===== src/rtl/reset_sequencer_if.sv =====
// Signal bundle between the board-level reset inputs and the CPU reset sequencer.
interface reset_sequencer_if;
    logic       button_in;
    logic       pll_lock;
    logic       ctrl_lock;
    logic       cpu_rst;
    logic       ready;
    logic [1:0] rst_cause;
    logic [7:0] rst_count;

    modport master (
        output button_in, pll_lock, ctrl_lock,
        input  cpu_rst, ready, rst_cause, rst_count
    );

    modport slave (
        input  button_in, pll_lock, ctrl_lock,
        output cpu_rst, ready, rst_cause, rst_count
    );
endinterface


===== src/rtl/reset_sequencer.sv =====
// CPU reset generator: synchronises and debounces the button, waits for PLL and
// IDELAYCTRL lock, then holds cpu_rst for a fixed count; reports cause and count.
module reset_sequencer #(
    parameter int unsigned SYNC_STAGES     = 2,
    parameter int unsigned DEBOUNCE_CYCLES = 50000,
    parameter int unsigned HOLD_CYCLES     = 16,
    parameter int unsigned CNT_W           = 16
) (
    input logic               clk,
    input logic               rst_n,
    reset_sequencer_if.slave  bus
);

    localparam logic [CNT_W-1:0] DEB_MAX  = CNT_W'(DEBOUNCE_CYCLES - 1);
    localparam logic [CNT_W-1:0] HOLD_MAX = CNT_W'(HOLD_CYCLES - 1);

    typedef enum logic [1:0] {StLockWait, StHold, StRun} state_e;

    logic [SYNC_STAGES-1:0] btn_sync, pll_sync, ctrl_sync;
    logic                   btn_s, locks_ok;
    logic                   deb_q;
    logic [CNT_W-1:0]       deb_cnt;
    logic                   deb_flip, press;

    state_e           state;
    logic [CNT_W-1:0] hold_cnt;
    logic             cpu_rst_q, ready_q;
    logic [1:0]       cause_q;
    logic [7:0]       count_q;

    always_ff @(posedge clk or negedge rst_n) begin
        if (!rst_n) begin
            btn_sync  <= '0;
            pll_sync  <= '0;
            ctrl_sync <= '0;
        end else begin
            btn_sync  <= {btn_sync[SYNC_STAGES-2:0], bus.button_in};
            pll_sync  <= {pll_sync[SYNC_STAGES-2:0], bus.pll_lock};
            ctrl_sync <= {ctrl_sync[SYNC_STAGES-2:0], bus.ctrl_lock};
        end
    end

    assign btn_s    = btn_sync[SYNC_STAGES-1];
    assign locks_ok = pll_sync[SYNC_STAGES-1] & ctrl_sync[SYNC_STAGES-1];

    // Press fires on the same edge the debounced level rises, so the FSM reacts in step.
    assign deb_flip = (btn_s != deb_q) && (deb_cnt == DEB_MAX);
    assign press    = deb_flip && btn_s;

    always_ff @(posedge clk or negedge rst_n) begin
        if (!rst_n) begin
            deb_q   <= 1'b0;
            deb_cnt <= '0;
        end else if (btn_s == deb_q) begin
            deb_cnt <= '0;
        end else if (deb_flip) begin
            deb_q   <= btn_s;
            deb_cnt <= '0;
        end else begin
            deb_cnt <= deb_cnt + CNT_W'(1);
        end
    end

    always_ff @(posedge clk or negedge rst_n) begin
        if (!rst_n) begin
            state     <= StLockWait;
            hold_cnt  <= '0;
            cpu_rst_q <= 1'b1;
            ready_q   <= 1'b0;
            cause_q   <= 2'd0;
            count_q   <= 8'd0;
        end else begin
            unique case (state)
                StLockWait: begin
                    if (locks_ok) begin
                        state    <= StHold;
                        hold_cnt <= '0;
                    end
                end
                StHold: begin
                    if (!locks_ok) begin
                        state <= StLockWait;
                    end else if (press || deb_q) begin
                        // Reset stretches for as long as the button stays down.
                        hold_cnt <= '0;
                    end else if (hold_cnt == HOLD_MAX) begin
                        state     <= StRun;
                        cpu_rst_q <= 1'b0;
                        ready_q   <= 1'b1;
                        if (count_q != 8'hFF) count_q <= count_q + 8'd1;
                    end else begin
                        hold_cnt <= hold_cnt + CNT_W'(1);
                    end
                end
                StRun: begin
                    if (!locks_ok) begin
                        state     <= StLockWait;
                        cpu_rst_q <= 1'b1;
                        ready_q   <= 1'b0;
                        cause_q   <= 2'd1;
                    end else if (press) begin
                        state     <= StHold;
                        hold_cnt  <= '0;
                        cpu_rst_q <= 1'b1;
                        ready_q   <= 1'b0;
                        cause_q   <= 2'd2;
                    end
                end
                default: begin
                    state     <= StLockWait;
                    cpu_rst_q <= 1'b1;
                    ready_q   <= 1'b0;
                end
            endcase
        end
    end

    assign bus.cpu_rst   = cpu_rst_q;
    assign bus.ready     = ready_q;
    assign bus.rst_cause = cause_q;
    assign bus.rst_count = count_q;

endmodule


===== src/flat_wrapper.sv =====
// flat-port wrapper written by rule: the top's interface ports become plain ports
module reset_sequencer_flat 
#(
    parameter int unsigned SYNC_STAGES     = 2,
    parameter int unsigned DEBOUNCE_CYCLES = 50000,
    parameter int unsigned HOLD_CYCLES     = 16,
    parameter int unsigned CNT_W           = 16
)
  (clk, rst_n, bus_button_in, bus_pll_lock, bus_ctrl_lock, bus_cpu_rst, bus_ready, bus_rst_cause, bus_rst_count);
  reset_sequencer_if bus_i ();
  input logic clk;
  input logic rst_n;
  input wire logic [$bits(bus_i.button_in)-1:0] bus_button_in;
  input wire logic [$bits(bus_i.pll_lock)-1:0] bus_pll_lock;
  input wire logic [$bits(bus_i.ctrl_lock)-1:0] bus_ctrl_lock;
  output wire logic [$bits(bus_i.cpu_rst)-1:0] bus_cpu_rst;
  output wire logic [$bits(bus_i.ready)-1:0] bus_ready;
  output wire logic [$bits(bus_i.rst_cause)-1:0] bus_rst_cause;
  output wire logic [$bits(bus_i.rst_count)-1:0] bus_rst_count;
  assign bus_i.button_in = bus_button_in;
  assign bus_i.pll_lock = bus_pll_lock;
  assign bus_i.ctrl_lock = bus_ctrl_lock;
  assign bus_cpu_rst = bus_i.cpu_rst;
  assign bus_ready = bus_i.ready;
  assign bus_rst_cause = bus_i.rst_cause;
  assign bus_rst_count = bus_i.rst_count;
  reset_sequencer #(.SYNC_STAGES(SYNC_STAGES), .DEBOUNCE_CYCLES(DEBOUNCE_CYCLES), .HOLD_CYCLES(HOLD_CYCLES), .CNT_W(CNT_W)) u_core (.clk(clk), .rst_n(rst_n), .bus(bus_i));
endmodule

===== config.mk =====
export PLATFORM = sky130hd
export DESIGN_NAME = reset_sequencer_flat
export DESIGN_NICKNAME = d
export VERILOG_FILES = /design/src/rtl/reset_sequencer_if.sv /design/src/rtl/reset_sequencer.sv /design/src/flat_wrapper.sv
export SDC_FILE = /design/constraint.sdc
export NUM_CORES = 1
export LEC_CHECK = 0
export CORE_ASPECT_RATIO = 2
export CORE_MARGIN = 1
export CORE_UTILIZATION = 45
export CTS_CLUSTER_SIZE = 14
export DETAILED_ROUTE_END_ITERATION = 10
export PLACE_DENSITY_LB_ADDON = 0.08
export SLEW_MARGIN = 25
export SYNTH_ARGS = -nofsm -noshare
export SYNTH_HDL_FRONTEND = slang
export SYNTH_SLANG_ARGS = --single-unit

===== constraint.sdc =====
create_clock -name clk -period 4.7 [get_ports clk]
set_input_delay 0.705 -clock clk [delete_from_list [all_inputs] [get_ports clk]]
set_output_delay 0.705 -clock clk [all_outputs]
set_load 0.05 [all_outputs]

* Yosys cells after proc, flatten, opt, wreduce, memory -nomap -nowiden *
Index checks and enable logic that the tools add are counted.

storage, ports and cells
  register bits = 53
  input port bits = 5
  logic and storage cells = 77

cells by class
  $add $sub $neg = 3
  equal/unequal tests = 18
  muxes and demuxes = 30
  bitwise logic cells = 4
  reductions and logical operators = 11

operator list
  kind                                                                     number
  16-bit two-way mux                                                       8
  16-bit case mux with 3 select lines                                      1
  16-bit by 1-bit adder with 16-bit output, second input constant          2
  16-bit == test, second input constant                                    1
  16-bit by 4-bit == test with 1-bit output, second input constant         1
  2-bit two-way mux                                                        8
  1-bit two-way mux                                                        10
  2-bit by 1-bit inequality test with 1-bit output, second input constant  5
  5-bit AND reduction                                                      2
  3-bit inequality test, second input constant                             3
  8-bit by 1-bit adder with 8-bit output, second input constant            1
  8-bit inequality test, second input constant                             1
  1-bit case mux with 3 select lines                                       2
  2-bit case mux with 3 select lines                                       1
  6-bit AND reduction                                                      1
  2-bit inequality test, second input constant                             2
  2-bit AND reduction                                                      2
  4-bit AND reduction                                                      1
  3-bit by 2-bit inequality test with 1-bit output, second input constant  1
  1-bit inverter                                                           3
  3-bit nonzero test                                                       1
  2-bit by 1-bit == test with 1-bit output, second input constant          1
  2-bit == test, second input constant                                     1
  1-bit logical AND                                                        2
  5 further kinds                                                          5

* Logic depth before layout (Yosys ltp) *
  depth in word-level cells = 7
  gate-level depth with buffers = 8

* Worst setup path before layout *
No wires, ideal clock.

  path kind = reg-to-reg
  start point = register u_core.deb_cnt[4]
  end point = register u_core.hold_cnt[12]
  setup time = 0.126 ns
  arrival = 2.263 ns
  required time = 4.574 ns
  path slack = 2.311 ns
  cell stages (with the launch flop) = 7
  buffers on the path = 1
  clock period less this slack = 2.389 ns
  path through = dfrtp_1 or4b_4 or4_4 o211a_1 buf_6 and3_1 a221o_1

on the way
  cells in the longest elaborated chain, start to end = 7

RTL lines
  item                                 RTL line               source
  start, declared                      reset_sequencer.sv:22  logic [CNT_W-1:0] deb_cnt;
  start signal, assigned               reset_sequencer.sv:60  deb_cnt <= deb_cnt + CNT_W'(1);
  16-bit == test (*)                   reset_sequencer.sv:47  assign deb_flip = (btn_s != deb_q) && (deb_cnt == DEB_MAX);
  1-bit logical AND (*)                reset_sequencer.sv:47
  1-bit logical AND (*)                reset_sequencer.sv:48  assign press = deb_flip && btn_s;
  1-bit logical OR                     reset_sequencer.sv:83  end else if (press || deb_q) begin
  16-bit two-way mux                   reset_sequencer.sv:83
  16-bit two-way mux                   reset_sequencer.sv:81  if (!locks_ok) begin
  16-bit case mux with 3 select lines  reset_sequencer.sv:73  unique case (state)
  end signal, assigned                 reset_sequencer.sv:92  hold_cnt <= hold_cnt + CNT_W'(1);
  end, declared                        reset_sequencer.sv:26  logic [CNT_W-1:0] hold_cnt;

Every way passes the cells marked *; elsewhere a longest branch is shown, timed or not. The select of a mux whose other input is x is not followed.
A chain may end at the register's enable or synchronous reset.

* Worst setup path in the final report *
  start point = register u_core.deb_cnt[4]
  end point = register u_core.hold_cnt[6]

Same word-level chain as after synthesis.

==> metrics.txt <==
status finished, final reports clean; CP Cell Sequence or4b_4 > or4_4 > o211a_1 > and3_1 > a221o_1; Post-synth EDFFs 0; # nets final 281; initial cell density of the core 46.8%; Mapped Avg Cell Area 9.99 µm²; first-pass GRT wire length between 9000 and 10,000 µm; Switching Share 24.1%; NetSw 0.183 mW; adder-cell share of the synthesized area ~1.5%; Static Leak 1.21 nW; Critical Path Sink Type flop; Layout Cells excl Fill 334; I/O pin total 17; hold-critical path depth 0; full die area 6010 µm²; routed len/inst 15.6 µm; Pwr Total 0.762 mW; Iteration-0 DRC Markers 66; crit-path max cell delay 0.58 ns; final setup TNS 0 ns; Worst R2R End u_core.hold_cnt[6]; DRC viols 0; Seq/Total Area, Yosys around half; Logic pwr share between 4 and 5%; Critical Path Start Type flop; Slowest-stage cell, CP or4b_4; final worst setup slack between 2 and 2.5 ns; area delta synth->final 11.4%; CTS H-tree lvls 2; Routed Antenna Nets 0; Reg2Reg Setup Slack 2.02 ns; headroom to the max-slew limit 50.2%; DIE WIDTH 55.3 µm; compound-gate portion of the synthesized area 9.54%; clock sink total 53; Max Root-Sink Buffers 2; worst hold endpoint u_core.ctrl_sync[1]; Bufs and invs on worst path 0; post-place setup slack 2.04 ns; DRT Pass-1 Iters 4; clock latency at the later pin of the worst-skew pair about 0.31 ns; vias post-DR 1,973; clock power share approximately a third; Top FF cell, synth dfrtp_1; simple-gate share of the synthesized area a little over a quarter; Crit path max-delay family simple AND/OR/NAND/NOR gates; share of cells above drive strength 1 8.03%; placed cells 326; antenna fix cells 0; worst hold start u_core.ctrl_sync[0]; kind of critical path reg -> reg; Design Area, Final between 2000 and 3000 µm²; Yosys cell types 43; TritonCTS clock tree yes; final setup fails 0; Int Pwr 0.578 mW; vias per inst 5.91; gp weighted congestion 0.793; CTS clk-pin slew, worst paths 0.10 ns; final slew viol count 0; Synth Register Bits 53; r2r startpoint u_core.deb_cnt[4]; Crit Path Max Fanout 20; Period Utilization, post-route 57.1%; clock buffer count from CTS 5; placed cell areas 2760 µm²; clk root buf clkbuf_8; worst hold-check path type reg -> reg; Register Area 1330 µm²; Remaining Overflow, GRT 0; port bufs 16; routed wire length 5200 µm; Max Cap Viol 0; Core Region between 5000 and 6000 µm²; Fin. Hold Viols 0; RSZ-0062 raised after global routing false; peak supply drop 0.186 mV; Ys Warns 0; largest net degree at the start of global routing 54; row cnt 38; Mapped Cells 256; hold_buf cts 0; Flop pwr share 61.5%; post-synthesis xor/xnor area fraction 7.19%; ys async rst share 100%; antenna violations before repair 0; Die Y 109 µm; multi-input logic area 1180 µm²; CP arrival 2.89 ns; Post-DP HPWL 3770 µm; mux contribution to synthesized area 1.76%; number of post-CTS setup repair buffers 0; PostCTS Resize Cnt 0; number of global-route vias before repair about 2,000; post-synthesis net count 264; worst path required time 4.91 ns; main combinational cell family by area after synthesis simple AND/OR/NAND/NOR gates; Fmax 373 MHz; min cycle time layout about 2.7 ns; Filler cells 496; Post-Syn Area between 2000 and 3000 µm²; clock skew 0.00423 ns; Post-Route Hold Slack between 0.3 and 0.4 ns; Core Util, Final 52.1%; Slew @ Worst Pin about 0.74 ns; GR Util All Layers 19.6%; reg2reg path depth 5; power per cell area ~270 nW/µm²
[registers in the layout, indices dropped and copies added, names as in the netlist]
register / flops
u_core.deb_cnt: 16
u_core.hold_cnt: 16
u_core.bus.rst_count: 8
u_core.btn_sync: 2
u_core.bus.rst_cause: 2
u_core.ctrl_sync: 2
u_core.pll_sync: 2
u_core.state: 2
u_core.bus.cpu_rst: 1
u_core.bus.ready: 1
u_core.deb_q: 1
[synth_stat cells, types with 7 or more instances]
| library cell | count | area, µm² |
|---|---|---|
| a21oi_1 | 11 | 55.1 |
| a31oi_1 | 10 | 62.6 |
| and3_1 | 9 | 56.3 |
| dfrtp_1 | 52 | 1300 |
| nand2_1 | 25 | 93.8 |
| nand3_1 | 18 | 90.1 |
| nand4_1 | 12 | 75.1 |
| nor2_1 | 25 | 93.8 |
| nor3_1 | 8 | 40.0 |
| xnor2_1 | 14 | 123 |
| xor2_1 | 7 | 61.3 |
[worst max-delay path by stage]
| stage | slack [ns] | startpoint | to | cells after the start |
|---|---|---|---|---|
| after CTS | 2.02 | u_core.deb_cnt[4] | u_core.hold_cnt[12] | 5 |
| after floorplan | 2.31 | u_core.deb_cnt[4] | u_core.hold_cnt[12] | 6 |
| after global routing | 1.95 | u_core.deb_cnt[11] | u_core.hold_cnt[6] | 5 |
| final | 2.02 | u_core.deb_cnt[4] | u_core.hold_cnt[6] | 5 |
| after detailed placement | 2.04 | u_core.deb_cnt[4] | u_core.hold_cnt[12] | 5 |
| after global placement | 2.06 | u_core.deb_cnt[4] | u_core.hold_cnt[6] | 5 |
[layer usage]
layer	vias up	global-route usage [%]	routed length (µm)
li1	960	-	-
met1	969	21.8	2040
met2	30	35.6	2900
met3	14	2.85	100
met4	0	10.7	160
met5	-	0	0
[power by group through the flow]
stage / sequential, mW / clock, mW / combinational, mW
after global routing: 0.470 / 0.288 / 0.0371
after detailed placement: 0.477 / 0 / 0.0325
final: 0.468 / 0.262 / 0.0313
after floorplan: 0.476 / 0 / 0.0162
after CTS: 0.468 / 0.274 / 0.0328
after global placement: 0.477 / 0 / 0.0326
[area by class of cell]
class                      instances  area share (%)
sequential                        53            46.6
multi-input combinational        191            41.3
timing repair buffer              17            5.71
tap                               60            2.63
clock buffer                       5            2.41
clock inverter                     3           0.746
inverter                           5           0.658
[kinds of logic (layout without fill, tap and decap cells)]
kind of cell	Yosys count	in the layout
mux	4	4
buf+inv	12	30
flops	53	53
fa+ha+maj	3	3
compound gates	38	38
xor+xnor	21	21
simple gates	125	125
[layout by cell type (no fill, tap or decap), types with 2 or more instances in the layout]
cell             Yosys  routed
nand4_1             12      12
nand2b_1             2       2
or3_1                2       2
clkbuf_8             0       5
nand2_1             25      25
dfrtp_1             52      52
a41oi_1              2       2
and2_1               4       4
inv_1                4       4
xor2_1               7       7
and3_1               9       9
nor4_1               6       6
xnor2_1             14      14
a221o_1              2       2
a22o_1               3       3
ha_1                 3       3
nand3_1             18      18
nor2_1              25      25
clkdlybuf4s50_1      0      15
a31oi_1             10      10
mux2_2               4       4
nand3b_1             2       2
a21oi_1             11      11
o21ai_0              6       6
or4b_4               2       2
nor3_1               8       8
Power figures use the tool's default switching activity.
